$ cat config.mk
export PLATFORM = sky130hd
export DESIGN_NAME = bram_stream_reader_flat
export DESIGN_NICKNAME = d
export VERILOG_FILES = /design/src/rtl/bram_stream_reader_if.sv /design/src/rtl/bram_stream_reader.sv /design/src/flat_wrapper.sv
export SDC_FILE = /design/constraint.sdc
export NUM_CORES = 1
export LEC_CHECK = 0
export CORE_MARGIN = 3
export CORE_UTILIZATION = 54
export CTS_CLUSTER_DIAMETER = 120
export DETAILED_ROUTE_END_ITERATION = 8
export PLACE_DENSITY = 0.81
export REMOVE_ABC_BUFFERS = 1
export SYNTH_ARGS = -nofsm -noshare
export SYNTH_HDL_FRONTEND = slang
export SYNTH_SLANG_ARGS = --single-unit
export TNS_END_PERCENT = 30
$ cat constraint.sdc
create_clock -name clk -period 5.7 [get_ports clk]
set_clock_uncertainty 0.1 [all_clocks]
set_input_delay 1.14 -clock clk [delete_from_list [all_inputs] [get_ports clk]]
set_output_delay 1.14 -clock clk [all_outputs]
set_load 0.02 [all_outputs]
$ cat src/rtl/bram_stream_reader_if.sv
// Valid/ready word stream leaving the bram read sequencer.
// master drives data/valid/last, slave drives ready.
interface bram_stream_reader_if #(
  parameter int DATA_WIDTH = 16
);
  logic                  out_valid;
  logic                  out_ready;
  logic [DATA_WIDTH-1:0] out_data;
  logic                  out_last;

  modport master (
    output out_valid,
    output out_data,
    output out_last,
    input  out_ready
  );

  modport slave (
    input  out_valid,
    input  out_data,
    input  out_last,
    output out_ready
  );
endinterface

$ cat src/rtl/bram_stream_reader.sv
// Walks N words of a 1-cycle-latency bram and streams them out
// through a 2-entry skid buffer at one word per cycle.
module bram_stream_reader #(
  parameter int DATA_WIDTH = 16,
  parameter int DEPTH      = 1024,
  parameter int ADDR_WIDTH = (DEPTH <= 1) ? 1 : $clog2(DEPTH)
) (
  input  logic                  clk,
  input  logic                  rst_n,
  input  logic                  start,
  input  logic [ADDR_WIDTH-1:0] base_addr,
  input  logic [ADDR_WIDTH:0]   length,
  output logic                  busy,
  output logic                  done,
  output logic                  rden,
  output logic [ADDR_WIDTH-1:0] rdaddr,
  input  logic [DATA_WIDTH-1:0] q,
  bram_stream_reader_if.master  s
);

  typedef enum logic [1:0] {
    S_IDLE,
    S_STREAM,
    S_FLUSH,
    S_DONE
  } state_t;

  state_t                r_state;
  state_t                w_next;
  logic [ADDR_WIDTH:0]   r_rem;
  logic [ADDR_WIDTH-1:0] r_addr;
  logic                  r_infl;
  logic                  r_infl_last;
  logic [1:0]            r_cnt;
  logic [DATA_WIDTH-1:0] r_d0;
  logic [DATA_WIDTH-1:0] r_d1;
  logic                  r_l0;
  logic                  r_l1;

  logic       w_start;
  logic       w_pop;
  logic       w_push;
  logic       w_rden;
  logic       w_rem_one;
  logic [2:0] w_occ;

  assign w_start   = start && (r_state == S_IDLE);
  assign w_pop     = s.out_valid && s.out_ready;
  assign w_push    = r_infl;
  assign w_rem_one = (r_rem == (ADDR_WIDTH+1)'(1));

  // Occupancy the next push would see: buffered + in flight - leaving now
  assign w_occ = {1'b0, r_cnt} + {2'b0, r_infl} - {2'b0, w_pop};

  assign w_rden = (r_state == S_STREAM) && (r_rem != '0)
               && (w_occ < 3'd2);

  always_comb begin
    w_next = r_state;
    unique case (r_state)
      S_IDLE: begin
        if (start)
          w_next = (length == '0) ? S_DONE : S_STREAM;
      end
      S_STREAM: begin
        if (w_rden && w_rem_one)
          w_next = S_FLUSH;
      end
      S_FLUSH: begin
        if (w_pop && s.out_last)
          w_next = S_DONE;
      end
      S_DONE: begin
        w_next = S_IDLE;
      end
    endcase
  end

  always_ff @(posedge clk or negedge rst_n) begin
    if (!rst_n) begin
      r_state     <= S_IDLE;
      r_rem       <= '0;
      r_addr      <= '0;
      r_infl      <= 1'b0;
      r_infl_last <= 1'b0;
    end else begin
      r_state     <= w_next;
      r_infl      <= w_rden;
      r_infl_last <= w_rden && w_rem_one;
      if (w_start) begin
        r_rem  <= length;
        r_addr <= base_addr;
      end else if (w_rden) begin
        r_rem  <= r_rem - 1'b1;
        r_addr <= r_addr + 1'b1;
      end
    end
  end

  // Head is always entry 0; entry 1 only fills while the head is stalled
  always_ff @(posedge clk or negedge rst_n) begin
    if (!rst_n) begin
      r_cnt <= '0;
      r_d0  <= '0;
      r_d1  <= '0;
      r_l0  <= 1'b0;
      r_l1  <= 1'b0;
    end else begin
      unique case ({w_push, w_pop})
        2'b10: begin
          if (r_cnt == 2'd0) begin
            r_d0 <= q;
            r_l0 <= r_infl_last;
          end else begin
            r_d1 <= q;
            r_l1 <= r_infl_last;
          end
          r_cnt <= r_cnt + 2'd1;
        end
        2'b01: begin
          r_d0  <= r_d1;
          r_l0  <= r_l1;
          r_cnt <= r_cnt - 2'd1;
        end
        2'b11: begin
          if (r_cnt == 2'd1) begin
            r_d0 <= q;
            r_l0 <= r_infl_last;
          end else begin
            r_d0 <= r_d1;
            r_l0 <= r_l1;
            r_d1 <= q;
            r_l1 <= r_infl_last;
          end
        end
        default: begin
        end
      endcase
    end
  end

  a_no_overflow: assert property (
    @(posedge clk) disable iff (!rst_n)
    !(r_infl && (r_cnt == 2'd2)) && (r_cnt != 2'd3)
  );

  assign busy        = (r_state != S_IDLE) || w_start;
  assign done        = (r_state == S_DONE);
  assign rden        = w_rden;
  assign rdaddr      = r_addr;
  assign s.out_valid = (r_cnt != 2'd0);
  assign s.out_data  = r_d0;
  assign s.out_last  = r_l0;

endmodule

$ cat src/flat_wrapper.sv
// flat-port wrapper written by rule: the top's interface ports become plain ports
module bram_stream_reader_flat 
#(
  parameter int DATA_WIDTH = 16,
  parameter int DEPTH      = 1024,
  parameter int ADDR_WIDTH = (DEPTH <= 1) ? 1 : $clog2(DEPTH)
)
  (clk, rst_n, start, base_addr, length, busy, done, rden, rdaddr, q, s_out_valid, s_out_data, s_out_last, s_out_ready);
  bram_stream_reader_if #(.DATA_WIDTH(DATA_WIDTH)) s_i ();
  input  logic clk;
  input  logic rst_n;
  input  logic start;
  input  logic [ADDR_WIDTH-1:0] base_addr;
  input  logic [ADDR_WIDTH:0] length;
  output logic busy;
  output logic done;
  output logic rden;
  output logic [ADDR_WIDTH-1:0] rdaddr;
  input  logic [DATA_WIDTH-1:0] q;
  output wire logic [$bits(s_i.out_valid)-1:0] s_out_valid;
  output wire logic [$bits(s_i.out_data)-1:0] s_out_data;
  output wire logic [$bits(s_i.out_last)-1:0] s_out_last;
  input wire logic [$bits(s_i.out_ready)-1:0] s_out_ready;
  assign s_out_valid = s_i.out_valid;
  assign s_out_data = s_i.out_data;
  assign s_out_last = s_i.out_last;
  assign s_i.out_ready = s_out_ready;
  bram_stream_reader #(.DATA_WIDTH(DATA_WIDTH), .DEPTH(DEPTH), .ADDR_WIDTH(ADDR_WIDTH)) u_core (.clk(clk), .rst_n(rst_n), .start(start), .base_addr(base_addr), .length(length), .busy(busy), .done(done), .rden(rden), .rdaddr(rdaddr), .q(q), .s(s_i));
endmodule
# == Yosys cells after proc, flatten, opt, wreduce, memory -nomap -nowiden ==
# Cells that the tools add are included.
# word_totals
register_bits,61
out_inout_bits,31
inputBits,41
mem_bits_rw,0
mem_bits_ro,0
latchBits,0
memories,0
elab_cells,73
# classes
bitwise,0
div,0
n_lt_le_gt_ge,1
muxes,22
eq_ne,14
n_shift,0
multipliers,0
add_sub_neg,6
reduce_logical,20
# ops
operator,count
2-to-1 mux 16 bit,4
one-hot mux 16 bit (3 select lines),1
one-hot mux 16 bit (2 select lines),1
2-to-1 mux 11 bit,2
2-to-1 mux 10 bit,2
equality test 11 x 1 -> 1 bit (second input constant),1
zero test 11 bit,1
nonzero test 11 bit,1
subtractor 11 x 1 -> 11 bit (second input constant),1
adder 10 x 1 -> 10 bit (second input constant),1
nonzero test 2 bit,5
equality test 2 bit (second input constant),4
2-to-1 mux 2 bit,4
!= test 2 bit (second input constant),4
one-hot mux 2 bit (4 select lines),1
equality test 2 x 1 -> 1 bit (second input constant),3
logical AND 1 bit,6
AND reduction 3 bit,2
zero test 2 bit,2
2-to-1 mux 1 bit,4
!= test 2 x 1 -> 1 bit (second input constant),2
one-hot mux 2 bit (2 select lines),1
adder 2 x 1 -> 3 bit,1
less-than comparator 3 x 2 -> 1 bit (second input constant),1
other kinds (8),8

# == Logic depth before layout (Yosys ltp) ==
# logic_depth
ltp_word,8
depth_mapped,11
depth_no_buf,10

# == Worst setup path before layout ==
# OpenSTA, ideal clock, no wires.
# synth_path
path_type,input-to-output
from,input port s_out_ready
to,output port rden
slack_ns,1.594
path_stages,8
t_required_ns,4.460
arrival_ns,2.866
path_buffers,0
cell_sequence,nor2b_1 ha_1 nand2b_1 fa_1 xor2_1 nor2_1 nand2_1 inv_1
# synth_between
elab_chain_cells,4
# synth_rtl
element,line_no,rtl
start: declaration,flat_wrapper.sv:23,input wire logic [$bits(s_i.out_ready)-1:0] s_out_ready;
logical AND 1 bit,bram_stream_reader.sv:48,assign w_pop = s.out_valid && s.out_ready;
subtractor 3 x 1 -> 3 bit,bram_stream_reader.sv:53,"assign w_occ = {1'b0, r_cnt} + {2'b0, r_infl} - {2'b0, w_pop};"
less-than comparator 3 x 2 -> 1 bit,bram_stream_reader.sv:56,&& (w_occ < 3'd2);
logical AND 1 bit,bram_stream_reader.sv:56,
end: declaration,flat_wrapper.sv:17,output logic rden;
# No other way between the ends.

# == Worst setup path after layout ==
# Same ends and word-level chain as after synthesis.

==> impl_metrics.json <==
{
  "outcome": "complete, no violations",
  "core.rowCount": 27,
  "cts_made_buffers": 9,
  "hp-class": "reg2reg",
  "vdd_drop_max_uv": 298,
  "period_needed_ps": 5420,
  "numPortBuffers": 71,
  "yosys-top-cells-count": "dfrtp_1, nand2_1, o21ai_0",
  "cp-start-kind": "input pin",
  "vias_per_cell": 6.07,
  "insertion_delay_ps": 340,
  "r2r-end": "u_core.r_rem[6]",
  "area_growth_pct": 29.9,
  "clock_path_buffers": 2,
  "grt-ovfl-total": 0,
  "yosysTopAreaCell": "dfrtp_1",
  "synth_flop_cell": "dfrtp_1",
  "worstRegToRegCells": 10,
  "core_um2": 5640,
  "htreeDepth": 3,
  "pwr-share-clk": 0.168,
  "synth_top_area_frac": 0.475,
  "antenna_found_initial": 0,
  "end_kind": "output port",
  "setup_viol": 0,
  "seqPwrFrac": 0.357,
  "die_h_um": 83.1,
  "synth_enable_flop_cells": 0,
  "intPower_w": 0.00133,
  "async_flop_share": 1.00,
  "hold_depth": 2,
  "wl_um": 7750,
  "hold_path_end": "u_core.s.out_data[5]",
  "first_pass_iters": 4,
  "power_density_nw_per_um2": 545,
  "syn_area_um2": 3210,
  "vias": 2841,
  "grt_pass1_wl_um": 13200,
  "rsz0062_at_grt": "no",
  "drv_slew": 0,
  "combPwrFrac": 0.475,
  "finalCritPeriodShare": 0.951,
  "whs_ps": 378,
  "worstMarginPinSlew_ps": 1270,
  "hold_violations": 0,
  "holdBufCountCts": 0,
  "finalSetupTns_ps": 0,
  "yosys_warnings": 0,
  "power.switching_w": 0.000948,
  "cts_resized": 0,
  "r2r-start": "u_core.r_cnt[1]",
  "max_cap_viol_count": 0,
  "clk_pin_slew_ps": 70,
  "place.gp.congestion": 0.848,
  "globalRouteTotalUtil": 0.234,
  "cts_tree": "built",
  "reg2reg_slack_ps": 1880,
  "syn_inst": 321,
  "required_ps": 4460,
  "fin_area_um2": 4170,
  "worstPathMaxFanout": 5,
  "ant_nets": 0,
  "cts.repair_timing.setup_buffer_count": 0,
  "synth_seq_area_share": 0.475,
  "synth_seq_cells": 61,
  "path_class": "in2out",
  "grt_pass1_vias": 2748,
  "start_util": 0.569,
  "die_area_um2": 6910,
  "finalPower_w": 0.00227,
  "wl_per_cell_um": 16.6,
  "maxSlewHeadroom": 0.155,
  "io_pins": 72,
  "fmax_ghz": 0.184,
  "n_antenna_cell": 0,
  "dpl_cell_area_um2": 3970,
  "die_w_um": 83.1,
  "min_from": "u_core.s.out_data[5]",
  "cts.sinks": 61,
  "yosysUniqueCellTypes": 42,
  "final_nets": 447,
  "synthTopCellsByArea": "dfrtp_1, mux2_2, ha_1",
  "drtIter0Drc": 131,
  "arrival_ps": 4180,
  "cts-root-buf": "clkbuf_8",
  "swShare": 0.417,
  "drive_gt1_frac": 0.104,
  "hpwl_um": 5330,
  "synth.most_common_cell": "dfrtp_1",
  "leakage_nw": 1.69,
  "synth.avg_cell_area_um2": 10.0,
  "drc": 0,
  "grt_max_degree": 62
}
[cells by family (layout without fill, tap and decap cells)]
kind of cell             count (synthesis)  count (layout)  synth area share
AO/OA/AOI/OAI                           86              86             0.180
XOR/XNOR                                 4               4            0.0109
adder cells (fa/ha/maj)                 15              15            0.0608
buffers and inverters                   29             104            0.0351
flip-flops                              61              61             0.475
multiplexers                            18              18            0.0627
AND/OR/NAND/NOR                        108             108             0.175
[placed cells by master (no fill, tap or decap), types with 3 or more instances in the layout]
master,Yosys,final
or3_1,7,7
dfrtp_1,61,61
o311ai_0,4,4
clkinvlp_4,0,4
nand2b_1,3,3
ha_1,14,14
inv_1,14,14
clkdlybuf4s50_1,0,70
mux2_2,17,17
o31ai_1,7,7
nand3_1,13,13
clkbuf_8,0,9
o21ai_0,24,24
o41ai_1,4,4
buf_4,0,3
o211ai_1,4,4
nand2_1,32,32
a31oi_1,15,15
or4_1,14,14
xnor2_1,3,3
a22oi_1,17,17
nor2_1,18,18
nor4_1,7,7
[per-layer routing]
layer,global-route usage,part of all wire,vias to the layer above
met5,0,0,-
met4,0.0981,0.022,0
met3,0.0615,0.066,19
met2,0.357,0.47,112
met1,0.318,0.44,1359
li1,-,-,1351
[critical path: stages]
cell and delay [ps]:
clkdlybuf4s50_1 470, nor2b_1 320, ha_1 340, nand2b_1 170, fa_1 410, xor2_1 210, nor2_1 270, nand2_1 150
inv_1 100, clkdlybuf4s50_1 600
[per-stage QoR]
step / std cells / util / setup slack [ps]
2_1_floorplan: 306 / - / 1590
3_3_place_gp: 452 / 0.704 / 362
3_5_place_dp: 452 / 0.704 / 287
4_1_cts: 468 / 0.739 / 292
5_1_grt: 468 / 0.739 / 73.6
6_report: 468 / 0.739 / 277
[sequential cells by signal, indices dropped and copies added (netlist names)]
name and cells:
u_core.r_d1 16, u_core.s.out_data 16, u_core.r_rem 11, u_core.rdaddr 10, u_core.r_cnt 2, u_core.r_state 2, u_core.r_infl 1, u_core.r_infl_last 1
u_core.r_l1 1, u_core.s.out_last 1
[worst max path at each step]
| stage | start | endpoint | slack [ps] | cells after the start |
|---|---|---|---|---|
| 6_report | s_out_ready | rden | 280 | 10 |
| 5_1_grt | s_out_ready | rden | 70 | 10 |
| 4_1_cts | s_out_ready | rden | 290 | 10 |
| 3_5_place_dp | s_out_ready | rden | 290 | 10 |
| 3_3_place_gp | s_out_ready | rden | 360 | 10 |
| 2_1_floorplan | s_out_ready | rden | 1590 | 8 |
[area by class of cell]
class | instances | area (um^2)
clock buffer | 9 | 124
clock inverter | 7 | 73.8
fill | 407 | 1470
inverter | 14 | 52.6
multi-input combinational | 231 | 1580
sequential | 61 | 1530
tap | 72 | 90.1
timing repair buffer | 74 | 728
[power groups by stage]
stage	Clock [W]	Sequential (W)	Combinational [W]
after detailed placement	0	0.000811	0.00108
after CTS	0.000391	0.000807	0.00109
after global routing	0.000410	0.000840	0.00119
after floorplan	0	0.000877	0.000583
after global placement	0	0.000799	0.00104
final	0.000382	0.000812	0.00108
No activity file was read; power rests on OpenSTA's default activity.
